$ cat src/rtl/grid_tracker_pkg.sv
// Shared constants and width helpers for the shadow-frame tracker and the renderer.
package grid_tracker_pkg;
  localparam int GRID_W_DEF = 16;
  localparam int GRID_H_DEF = 12;
  localparam int N_OBJ_DEF  = 4;

  typedef enum logic [2:0] {
    CODE_EMPTY = 3'd0,
    CODE_OBJ1  = 3'd1,
    CODE_OBJ2  = 3'd2,
    CODE_OBJ3  = 3'd3,
    CODE_OBJ4  = 3'd4
  } code_t;

  function automatic int code_w(input int n_obj);
    return $clog2(n_obj + 1);
  endfunction

  function automatic int xw(input int grid_w);
    return $clog2(grid_w);
  endfunction

  function automatic int yw(input int grid_h);
    return $clog2(grid_h);
  endfunction

  function automatic int cw(input int grid_w, input int grid_h);
    return $clog2(grid_w * grid_h + 1);
  endfunction
endpackage

$ cat src/rtl/grid_diff_tracker_if.sv
// Scan-side and update-side signals between the cell walker, the tracker and the drawing engine.
interface grid_diff_tracker_if #(
  parameter int N_OBJ  = 4,
  parameter int XW     = 4,
  parameter int YW     = 4,
  parameter int CODE_W = 3,
  parameter int CW     = 8
);
  logic [N_OBJ-1:0]  obj_req;
  logic              enable;
  logic              scan_ready;
  logic              clear;
  logic              refresh;
  logic [XW-1:0]     cur_x;
  logic [YW-1:0]     cur_y;
  logic              upd_valid;
  logic              upd_ready;
  logic [XW-1:0]     upd_x;
  logic [YW-1:0]     upd_y;
  logic [CODE_W-1:0] upd_code;
  logic              frame_done;
  logic [CW-1:0]     diff_count;

  modport master (
    output obj_req, enable, clear, refresh, upd_ready,
    input  scan_ready, cur_x, cur_y, upd_valid, upd_x, upd_y, upd_code, frame_done, diff_count
  );

  modport slave (
    input  obj_req, enable, clear, refresh, upd_ready,
    output scan_ready, cur_x, cur_y, upd_valid, upd_x, upd_y, upd_code, frame_done, diff_count
  );
endinterface

$ cat src/rtl/grid_shadow_mem.sv
// Previous-frame copy: combinational read at the cursor, one synchronous write, bulk clear.
module grid_shadow_mem #(
  parameter int GRID_W = 16,
  parameter int GRID_H = 12,
  parameter int CODE_W = 3,
  parameter int XW     = 4,
  parameter int YW     = 4
) (
  input  logic              clk,
  input  logic              rst,
  input  logic              clr,
  input  logic [XW-1:0]     rd_x,
  input  logic [YW-1:0]     rd_y,
  output logic [CODE_W-1:0] rd_data,
  input  logic              we,
  input  logic [XW-1:0]     wr_x,
  input  logic [YW-1:0]     wr_y,
  input  logic [CODE_W-1:0] wr_data
);
  localparam int CELLS = GRID_W * GRID_H;
  localparam int AW    = $clog2(CELLS);

  logic [CODE_W-1:0] mem_q [CELLS];
  logic [CODE_W-1:0] mem_d [CELLS];
  logic [AW-1:0]     rd_idx, wr_idx;

  assign rd_idx  = AW'(rd_y) * AW'(GRID_W) + AW'(rd_x);
  assign wr_idx  = AW'(wr_y) * AW'(GRID_W) + AW'(wr_x);
  assign rd_data = mem_q[rd_idx];

  always_comb begin
    mem_d = mem_q;
    if (clr) begin
      for (int i = 0; i < CELLS; i++) mem_d[i] = '0;
    end else if (we) begin
      mem_d[wr_idx] = wr_data;
    end
  end

  always_ff @(posedge clk) begin
    if (rst) begin
      for (int i = 0; i < CELLS; i++) mem_q[i] <= '0;
    end else begin
      mem_q <= mem_d;
    end
  end
endmodule

$ cat src/rtl/grid_diff_tracker.sv
// Raster walker that compares resolved cell codes to the shadow frame and emits changed cells.
module grid_diff_tracker
  import grid_tracker_pkg::*;
#(
  parameter int GRID_W = GRID_W_DEF,
  parameter int GRID_H = GRID_H_DEF,
  parameter int N_OBJ  = N_OBJ_DEF
) (
  input logic clk,
  input logic rst,
  grid_diff_tracker_if.slave bus
);
  localparam int CODE_W = code_w(N_OBJ);
  localparam int XW     = xw(GRID_W);
  localparam int YW     = yw(GRID_H);
  localparam int CW     = cw(GRID_W, GRID_H);
  localparam int CELLS  = GRID_W * GRID_H;

  logic [XW-1:0]     cur_x_q, cur_x_d, upd_x_q, upd_x_d;
  logic [YW-1:0]     cur_y_q, cur_y_d, upd_y_q, upd_y_d;
  logic [CODE_W-1:0] upd_code_q, upd_code_d, code_new, code_old;
  logic [CW-1:0]     cnt_q, cnt_d, cnt_inc, diff_q, diff_d;
  logic              upd_valid_q, upd_valid_d, frame_done_q, frame_done_d;
  logic              refresh_pend_q, refresh_pend_d, refresh_active_q, refresh_active_d;
  logic              scan_ready, accept, last_x, last_y, at_origin, report, changed;

  grid_shadow_mem #(
    .GRID_W(GRID_W), .GRID_H(GRID_H), .CODE_W(CODE_W), .XW(XW), .YW(YW)
  ) u_mem (
    .clk(clk), .rst(rst), .clr(bus.clear),
    .rd_x(cur_x_q), .rd_y(cur_y_q), .rd_data(code_old),
    .we(accept && !bus.clear), .wr_x(cur_x_q), .wr_y(cur_y_q), .wr_data(code_new)
  );

  // Highest set request bit wins; later iterations override earlier ones.
  always_comb begin
    code_new = CODE_W'(CODE_EMPTY);
    for (int i = 0; i < N_OBJ; i++) begin
      if (bus.obj_req[i]) code_new = CODE_W'(i + 1);
    end
  end

  assign scan_ready = !(upd_valid_q && !bus.upd_ready);
  assign accept     = bus.enable && scan_ready;
  assign last_x     = cur_x_q == XW'(GRID_W - 1);
  assign last_y     = cur_y_q == YW'(GRID_H - 1);
  assign at_origin  = (cur_x_q == '0) && (cur_y_q == '0);
  // The origin accept that arms a refresh frame already reports.
  assign report     = refresh_active_q || (at_origin && refresh_pend_q);
  assign changed    = (code_new != code_old) || report;
  assign cnt_inc    = (changed && cnt_q != CW'(CELLS)) ? cnt_q + 1'b1 : cnt_q;

  always_comb begin
    cur_x_d          = cur_x_q;
    cur_y_d          = cur_y_q;
    upd_valid_d      = upd_valid_q;
    upd_x_d          = upd_x_q;
    upd_y_d          = upd_y_q;
    upd_code_d       = upd_code_q;
    cnt_d            = cnt_q;
    diff_d           = diff_q;
    frame_done_d     = 1'b0;
    refresh_pend_d   = refresh_pend_q;
    refresh_active_d = refresh_active_q;
    if (upd_valid_q && bus.upd_ready) upd_valid_d = 1'b0;
    if (bus.clear) begin
      cur_x_d     = '0;
      cur_y_d     = '0;
      cnt_d       = '0;
      upd_valid_d = 1'b0;
    end else if (accept) begin
      if (changed) begin
        upd_valid_d = 1'b1;
        upd_x_d     = cur_x_q;
        upd_y_d     = cur_y_q;
        upd_code_d  = code_new;
      end
      if (at_origin && refresh_pend_q) begin
        refresh_active_d = 1'b1;
        refresh_pend_d   = 1'b0;
      end
      if (last_x) begin
        cur_x_d = '0;
        cur_y_d = last_y ? '0 : cur_y_q + 1'b1;
      end else begin
        cur_x_d = cur_x_q + 1'b1;
      end
      if (last_x && last_y) begin
        diff_d           = cnt_inc;
        cnt_d            = '0;
        frame_done_d     = 1'b1;
        refresh_active_d = 1'b0;
      end else begin
        cnt_d = cnt_inc;
      end
    end
    if (bus.refresh) refresh_pend_d = 1'b1;
  end

  always_ff @(posedge clk) begin
    if (rst) begin
      cur_x_q          <= '0;
      cur_y_q          <= '0;
      upd_valid_q      <= 1'b0;
      upd_x_q          <= '0;
      upd_y_q          <= '0;
      upd_code_q       <= '0;
      cnt_q            <= '0;
      diff_q           <= '0;
      frame_done_q     <= 1'b0;
      refresh_pend_q   <= 1'b0;
      refresh_active_q <= 1'b0;
    end else begin
      cur_x_q          <= cur_x_d;
      cur_y_q          <= cur_y_d;
      upd_valid_q      <= upd_valid_d;
      upd_x_q          <= upd_x_d;
      upd_y_q          <= upd_y_d;
      upd_code_q       <= upd_code_d;
      cnt_q            <= cnt_d;
      diff_q           <= diff_d;
      frame_done_q     <= frame_done_d;
      refresh_pend_q   <= refresh_pend_d;
      refresh_active_q <= refresh_active_d;
    end
  end

  assign bus.scan_ready = scan_ready;
  assign bus.cur_x      = cur_x_q;
  assign bus.cur_y      = cur_y_q;
  assign bus.upd_valid  = upd_valid_q;
  assign bus.upd_x      = upd_x_q;
  assign bus.upd_y      = upd_y_q;
  assign bus.upd_code   = upd_code_q;
  assign bus.frame_done = frame_done_q;
  assign bus.diff_count = diff_q;
endmodule

$ cat src/flat_wrapper.sv
// flat-port wrapper written by rule: the top's interface ports become plain ports
module grid_diff_tracker_flat import grid_tracker_pkg::*;
#(
  parameter int GRID_W = GRID_W_DEF,
  parameter int GRID_H = GRID_H_DEF,
  parameter int N_OBJ  = N_OBJ_DEF
)
  (clk, rst, bus_obj_req, bus_enable, bus_clear, bus_refresh, bus_upd_ready, bus_scan_ready, bus_cur_x, bus_cur_y, bus_upd_valid, bus_upd_x, bus_upd_y, bus_upd_code, bus_frame_done, bus_diff_count);
  grid_diff_tracker_if #(.N_OBJ(N_OBJ), .XW(4), .YW(4), .CODE_W(3), .CW(8)) bus_i ();
  input logic clk;
  input logic rst;
  input wire logic [$bits(bus_i.obj_req)-1:0] bus_obj_req;
  input wire logic [$bits(bus_i.enable)-1:0] bus_enable;
  input wire logic [$bits(bus_i.clear)-1:0] bus_clear;
  input wire logic [$bits(bus_i.refresh)-1:0] bus_refresh;
  input wire logic [$bits(bus_i.upd_ready)-1:0] bus_upd_ready;
  output wire logic [$bits(bus_i.scan_ready)-1:0] bus_scan_ready;
  output wire logic [$bits(bus_i.cur_x)-1:0] bus_cur_x;
  output wire logic [$bits(bus_i.cur_y)-1:0] bus_cur_y;
  output wire logic [$bits(bus_i.upd_valid)-1:0] bus_upd_valid;
  output wire logic [$bits(bus_i.upd_x)-1:0] bus_upd_x;
  output wire logic [$bits(bus_i.upd_y)-1:0] bus_upd_y;
  output wire logic [$bits(bus_i.upd_code)-1:0] bus_upd_code;
  output wire logic [$bits(bus_i.frame_done)-1:0] bus_frame_done;
  output wire logic [$bits(bus_i.diff_count)-1:0] bus_diff_count;
  assign bus_i.obj_req = bus_obj_req;
  assign bus_i.enable = bus_enable;
  assign bus_i.clear = bus_clear;
  assign bus_i.refresh = bus_refresh;
  assign bus_i.upd_ready = bus_upd_ready;
  assign bus_scan_ready = bus_i.scan_ready;
  assign bus_cur_x = bus_i.cur_x;
  assign bus_cur_y = bus_i.cur_y;
  assign bus_upd_valid = bus_i.upd_valid;
  assign bus_upd_x = bus_i.upd_x;
  assign bus_upd_y = bus_i.upd_y;
  assign bus_upd_code = bus_i.upd_code;
  assign bus_frame_done = bus_i.frame_done;
  assign bus_diff_count = bus_i.diff_count;
  grid_diff_tracker #(.GRID_W(GRID_W), .GRID_H(GRID_H), .N_OBJ(N_OBJ)) u_core (.clk(clk), .rst(rst), .bus(bus_i));
endmodule
$ cat config.mk
export PLATFORM = sky130hd
export DESIGN_NAME = grid_diff_tracker_flat
export DESIGN_NICKNAME = d
export VERILOG_FILES = /design/src/rtl/grid_tracker_pkg.sv /design/src/rtl/grid_diff_tracker_if.sv /design/src/rtl/grid_shadow_mem.sv /design/src/rtl/grid_diff_tracker.sv /design/src/flat_wrapper.sv
export SDC_FILE = /design/constraint.sdc
export NUM_CORES = 1
export LEC_CHECK = 0
export BUFFER_PORTS_ARGS = -buffer_cell sky130_fd_sc_hd__clkbuf_2
export CAP_MARGIN = 20
export CORE_MARGIN = 2
export CORE_UTILIZATION = 50
export CTS_CLUSTER_DIAMETER = 40
export DETAILED_ROUTE_END_ITERATION = 8
export PLACE_DENSITY = 0.67
export SKIP_CTS_REPAIR_TIMING = 1
export SLEW_MARGIN = 0
export SYNTH_ARGS = -nofsm -noshare
export SYNTH_HDL_FRONTEND = slang
export SYNTH_SLANG_ARGS = --single-unit
$ cat constraint.sdc
create_clock -name clk -period 3.7 [get_ports clk]
set_clock_uncertainty 0.1 [all_clocks]
set_input_delay 0.37 -clock clk [delete_from_list [all_inputs] [get_ports clk]]
set_output_delay 0.37 -clock clk [all_outputs]
set_load 0.05 [all_outputs]
# Word level (Yosys, flattened, before mapping)
# Cells that the tools add are included.
[op_classes]
magnitude_cmp = 2
n_eq_ne = 5
bitwise = 3
n_mux = 24
n_reduce_logical = 26
add_sub_neg = 4
[op_table]
columns = ["op", "n"]
rows = [
  ["bitwise mux 576 bit", 1],
  ["binary-select mux 3 bit (select 8 bit)", 1],
  ["demux 3 bit (select 8 bit)", 1],
  ["two-way mux 8 bit", 2],
  ["two-way mux 3 bit", 4],
  ["AND reduction 3 bit", 4],
  ["two-way mux 1 bit", 11],
  [">= comparator 9 bit (second input constant)", 1],
  ["logical AND 1 bit", 9],
  ["less-than comparator 9 x 1 -> 1 bit (second input constant)", 1],
  ["NOT 8 -> 9 bit", 1],
  ["adder 4 x 1 -> 4 bit (second input constant)", 2],
  ["adder 8 x 1 -> 8 bit (second input constant)", 1],
  ["adder 8 x 4 -> 8 bit", 1],
  ["== test 4 bit (second input constant)", 2],
  ["zero test 4 bit", 2],
  ["two-way mux 4 bit", 2],
  ["inequality test 8 bit (second input constant)", 1],
  ["nonzero test 2 bit", 3],
  ["two-way mux 2 bit", 2],
  ["zero test 1 bit", 3],
  ["inequality test 3 bit", 1],
  ["OR reduction 3 bit", 1],
  ["logical OR 1 bit", 2],
  ["other kinds (4)", 5],
]
[totals]
reg_bits = 615
elab_cells = 267

# Depth between registers and ports, before layout
[logic_depth]
depth_word = 10
depth_mapped = 17
ltp_nobuf = 10

# By module
# From an unflattened synthesis, not the netlist that was laid out.
[unflattened]
cells_unflattened = 3462
hier_area_um2 = 28471.1
[modules_own_cells]
columns = ["module", "area_each_um2", "instances", "cells_per_inst"]
rows = [
  ["grid_shadow_mem", 26541.7, 1, 3248],
  ["grid_diff_tracker", 1929.4, 1, 214],
]

# Worst setup path after synthesis
# Ideal clock, no wire load.
[synth_timing]
kind = "reg-to-reg"
from = "register u_core.cur_x_q[0], in the netlist u_core.bus.cur_x[0]"
to = "register u_core.upd_y_q[2], in the netlist u_core.bus.upd_y[2]"
setup_ps = 128
t_required_ps = 3472
stages_incl_launch_ff = 13
synth_period_minus_slack_ps = 3945
slack_ps = -245
t_arrival_ps = 3717
path_buffers = 4
cell_sequence = "dfxtp_1 buf_6 buf_6 buf_6 mux4_2 a221oi_1 a221oi_1 or4_4 o31a_4 o21ai_1 buf_4 mux2i_1 nor2_1"
[synth_via]
elab_chain_cells = 8
elab_cells_between_ends = 12
cone_classes = "add/sub (1); eq/ne (1); mux (3); bitwise (1); reduce/logical (6)"
[synth_rtl]
columns = ["element", "line_no", "text"]
rows = [
  ["from (decl)", "grid_diff_tracker.sv:19", "logic [XW-1:0] cur_x_q, cur_x_d, upd_x_q, upd_x_d;"],
  ["from (signal assigned)", "grid_diff_tracker.sv:114", "cur_x_q <= cur_x_d;"],
  ["adder 8 x 4 -> 8 bit", "grid_shadow_mem.sv:27", "assign rd_idx = AW'(rd_y) * AW'(GRID_W) + AW'(rd_x);"],
  ["NOT 8 -> 9 bit (not written as such)", "grid_shadow_mem.sv:29", "assign rd_data = mem_q[rd_idx];"],
  ["binary-select mux 3 bit (select 8 bit)", "grid_shadow_mem.sv:29", ""],
  ["two-way mux 3 bit (not written as such) (2 in a row)", "grid_shadow_mem.sv:29", ""],
  ["inequality test 3 bit", "grid_diff_tracker.sv:50", "assign changed = (code_new != code_old) || report;"],
  ["logical OR 1 bit (*)", "grid_diff_tracker.sv:50", ""],
  ["AND reduction 3 bit (no line) (*)", "--", ""],
  ["to (signal assigned)", "grid_diff_tracker.sv:118", "upd_y_q <= upd_y_d;"],
  ["to (decl)", "grid_diff_tracker.sv:20", "logic [YW-1:0] cur_y_q, cur_y_d, upd_y_q, upd_y_d;"],
]
# Every way passes the cells marked *; elsewhere a longest branch is shown, timed or not. The select of a mux whose other input is x is not followed.
# A chain may end at the register's enable or synchronous reset.

# Final worst setup path
[layout_timing]
from = "register u_core.cur_x_q[0], in the netlist u_core.bus.cur_x[0]"
to = "register u_core.cnt_q[3]"
[layout_via]
elab_chain_cells = 10
elab_cells_between_ends = 16
cone_classes = "add/sub (1); eq/ne (2); mux (5); bitwise (1); reduce/logical (7)"
[layout_rtl]
columns = ["element", "line_no", "text"]
rows = [
  ["adder 8 x 4 -> 8 bit", "grid_shadow_mem.sv:27", ""],
  ["NOT 8 -> 9 bit (not written as such)", "grid_shadow_mem.sv:29", ""],
  ["binary-select mux 3 bit (select 8 bit)", "grid_shadow_mem.sv:29", ""],
  ["two-way mux 3 bit (not written as such) (2 in a row)", "grid_shadow_mem.sv:29", ""],
  ["inequality test 3 bit", "grid_diff_tracker.sv:50", ""],
  ["logical OR 1 bit", "grid_diff_tracker.sv:50", ""],
  ["logical AND 1 bit", "grid_diff_tracker.sv:51", "assign cnt_inc = (changed && cnt_q != CW'(CELLS)) ? cnt_q + 1'b1 : cnt_q;"],
  ["two-way mux 8 bit", "grid_diff_tracker.sv:51", ""],
  ["two-way mux 8 bit (*)", "grid_diff_tracker.sv:88", "if (last_x && last_y) begin"],
  ["to (signal assigned)", "grid_diff_tracker.sv:120", "cnt_q <= cnt_d;"],
  ["to (decl)", "grid_diff_tracker.sv:22", "logic [CW-1:0] cnt_q, cnt_d, cnt_inc, diff_q, diff_d;"],
]
# Marks and branches as above.

==> reports/qor.yml <==
run_status:
  status: "complete, but fails checks"
  violations: "hold timing"
logic_synthesis:
  synth_fp_nets: 3437
  synth_edf_count: 0
  synth_top_area_share_pct: 43.6
  avgSynthCellArea_sq_um: 8.26
  ys_top_cells_by_area: "dfxtp_1, mux4_2, nand2_1, a21oi_1, nand3_1"
  synthArstFlopShare_pct: 0
  synth_top_area_cell: "dfxtp_1"
  synth_area_sq_um: 28200
  synth_seq_cells: 615
  yosys_most_used_dff: "dfxtp_1"
  synth.distinct_cells: 65
  seq_area_frac_synth_pct: 43.6
  yosysWarnings: 0
  synth_cells: 3417
power_and_ir_drop:
  p_per_area_nw_per_um2: 500
  worst_ir_drop_vdd_mv: 0.314
  p_leak_uw: 0.0103
route:
  drc_errors: 0
  antenna_left: 0
  vias_per_cell: 6.22
  route.vias.total: 26116
  routed_wirelength_mm: 89.5
  dr.pass1.iters: 6
  dr.first_iter.drc_count: 3486
  post_drt_wl_per_cell_um: 21.3
finish:
  syn_to_final_growth_pct: 18.6
  final_cell_mix: "nand2_1, dfxtp_1, a21oi_1, nand3_1, mux4_2"
  layout_commonest_cell: "nand2_1"
  num_antenna_cells: 0
  drive_gt1_share_pct: 17.2
  final_nets: 3385
  post-route-util_pct: 59.6
setup_path:
  path_max_fanout: 8
  cp_data_required_time_ps: 4170
  startpoint_type: "flip-flop"
  critPathArrivalTime_ps: 4160
  end_kind: "flip-flop"
  crit_type: "reg2reg"
timing:
  setup_viol_count_final: 0
  min_period_over_period_pct: 99.8
  slew_viol_final: 0
  tightest_slew_ps: 1170
  rsz0062_at_grt: "yes"
  fmax_mhz: 271
  hold_viol_final: 1
  min_period_ps: 3690
  slew_headroom_pct: 22.2
  holdWs_ps: -2.54
global_routing:
  grt_pass1_wl_mm: 138
  grt_max_degree: 194
  antenna_found_initial: 0
  grt_pass1_vias: 24350
  overflow: 0
  grt_use_total_pct: 29.4
job:
  drv_cap: 0
die:
  num_io_pins: 40
  die_h_um: 242
  core_area_sq_um: 56200
  start_util_pct: 50.3
  dieArea_sq_um: 58400
  dieWidth_um: 242
  rows: 87
clock_network:
  clk_path_buf_depth: 3
  root_buffer: "clkbuf_16"
  cts_max_level: 3
  clkSinkCount: 615
  clk_latency_ps: 640
  cts_tree: "done"
  clk_pin_slew_ps: 50
  cts_buffers: 96
place:
  io_buffers: 39
  hpwlAfterDp_mm: 55.3
  gp_congestion: 0.910
min_path:
  hold_class: "in2reg"
-- routing by layer --
metal | vias to the layer above | GRT usage, % | routed length [um]
li1 | 11900 | - | -
met4 | 0 | 12.9 | 3320
met5 | - | 0 | 0
met2 | 1339 | 46.2 | 41500
met3 | 202 | 5.38 | 7980
met1 | 12675 | 39.6 | 36700
-- report_power, final --
| group | leakage, uW | internal [uW] | switching [uW] |
|---|---|---|---|
| registers | 0.00495 | 6630 | 5.00 |
| clock network | 0.00169 | 6040 | 3470 |
| logic | 0.00367 | 163 | 427 |
| total | 0.0103 | 12800 | 3910 |
-- layout make-up --
| cell class | instances | area, sq um |
|---|---|---|
| flip-flops and latches | 615 | 12300 |
| repair buffers | 212 | 2120 |
| clock inverters | 60 | 727 |
| clock buffers | 118 | 2700 |
| fillers | 4715 | 22700 |
| well taps | 756 | 946 |
| inverters | 15 | 56.3 |
| multi-input cells | 2425 | 14600 |
-- registers in the layout, summed over array words and instances, names as in the netlist --
register / count
u_core.u_mem.mem_q: 576
u_core.bus.diff_count: 8
u_core.cnt_q: 8
u_core.bus.cur_x: 4
u_core.bus.cur_y: 4
u_core.bus.upd_x: 4
u_core.bus.upd_y: 4
u_core.bus.upd_code: 3
u_core.bus.frame_done: 1
u_core.bus.upd_valid: 1
u_core.refresh_active_q: 1
u_core.refresh_pend_q: 1
-- worst paths after layout --
kind | start | to | slack [ps] | cells after the start
max | u_core.bus.cur_x[0] | u_core.cnt_q[3] | 8 | 12
max reg2reg | u_core.bus.cur_x[0] | u_core.cnt_q[3] | 8 | 12
min reg2reg | u_core.u_mem.mem_q[369] | u_core.u_mem.mem_q[369] | 350 | 2
min | bus_upd_ready | u_core.bus.upd_valid | -3 | 3
-- metrics by stage --
step                TNS, ps  instance area [sq um]  total power (uW)  cells  setup slack (ps)
floorplan                 0                  28200              7140   3417              38.9
CTS                   -9390                  32900             16800   4179              -440
global route           -535                  33500             17200   4201             -88.8
global placement      -7830                  29500              7310   4000              -368
detailed placement    -8730                  29500              7320   4001              -416
finish                    0                  33500             16700   4201              7.82
-- cells in the mapped netlist, types with 4 or more instances --
| library cell | number |
|---|---|
| or4_1 | 4 |
| mux2i_1 | 77 |
| or3_1 | 5 |
| nor3_1 | 10 |
| buf_1 | 51 |
| or2_2 | 4 |
| nand2b_1 | 5 |
| nor2b_1 | 8 |
| a22o_1 | 7 |
| dfxtp_1 | 615 |
| o21ai_0 | 22 |
| a41oi_1 | 4 |
| buf_6 | 10 |
| inv_1 | 12 |
| and3_1 | 20 |
| clkbuf_1 | 275 |
| nand3_1 | 553 |
| a21oi_1 | 566 |
| xnor2_1 | 5 |
| buf_4 | 19 |
| o2111ai_1 | 5 |
| and2_1 | 25 |
| a31oi_1 | 7 |
| a22oi_1 | 15 |
| and2_0 | 4 |
| a221oi_1 | 7 |
| o221ai_1 | 4 |
| nor4_1 | 5 |
| o22ai_1 | 9 |
| mux4_2 | 136 |
| nor2_1 | 80 |
| buf_2 | 8 |
| nand2_1 | 783 |
| ha_1 | 10 |
-- worst max-delay path, stage by stage, from the launching register on --
cell and delay, ps:
dfxtp_4 400, buf_4 230, mux4_2 540, a32o_1 290, a31oi_1 250, a311o_1 230, o31a_1 230, a41oi_1 220
o22ai_4 270, buf_12 160, o21ai_4 70, or4_1 520, a31oi_1 130
-- cells by family (layout without fill, tap and decap cells) --
| logic type | count (synthesis) | in the layout | synth area share, % |
|---|---|---|---|
| AO/OA/AOI/OAI | 677 | 678 | 13.0 |
| multiplexers | 215 | 215 | 13.7 |
| buffers and inverters | 378 | 405 | 5.58 |
| AND/OR/NAND/NOR | 1515 | 1515 | 23.5 |
| flip-flops | 615 | 615 | 43.6 |
| adder cells (fa/ha/maj) | 10 | 10 | 0.443 |
| XOR/XNOR | 7 | 7 | 0.217 |
Power figures use the tool's default switching activity.
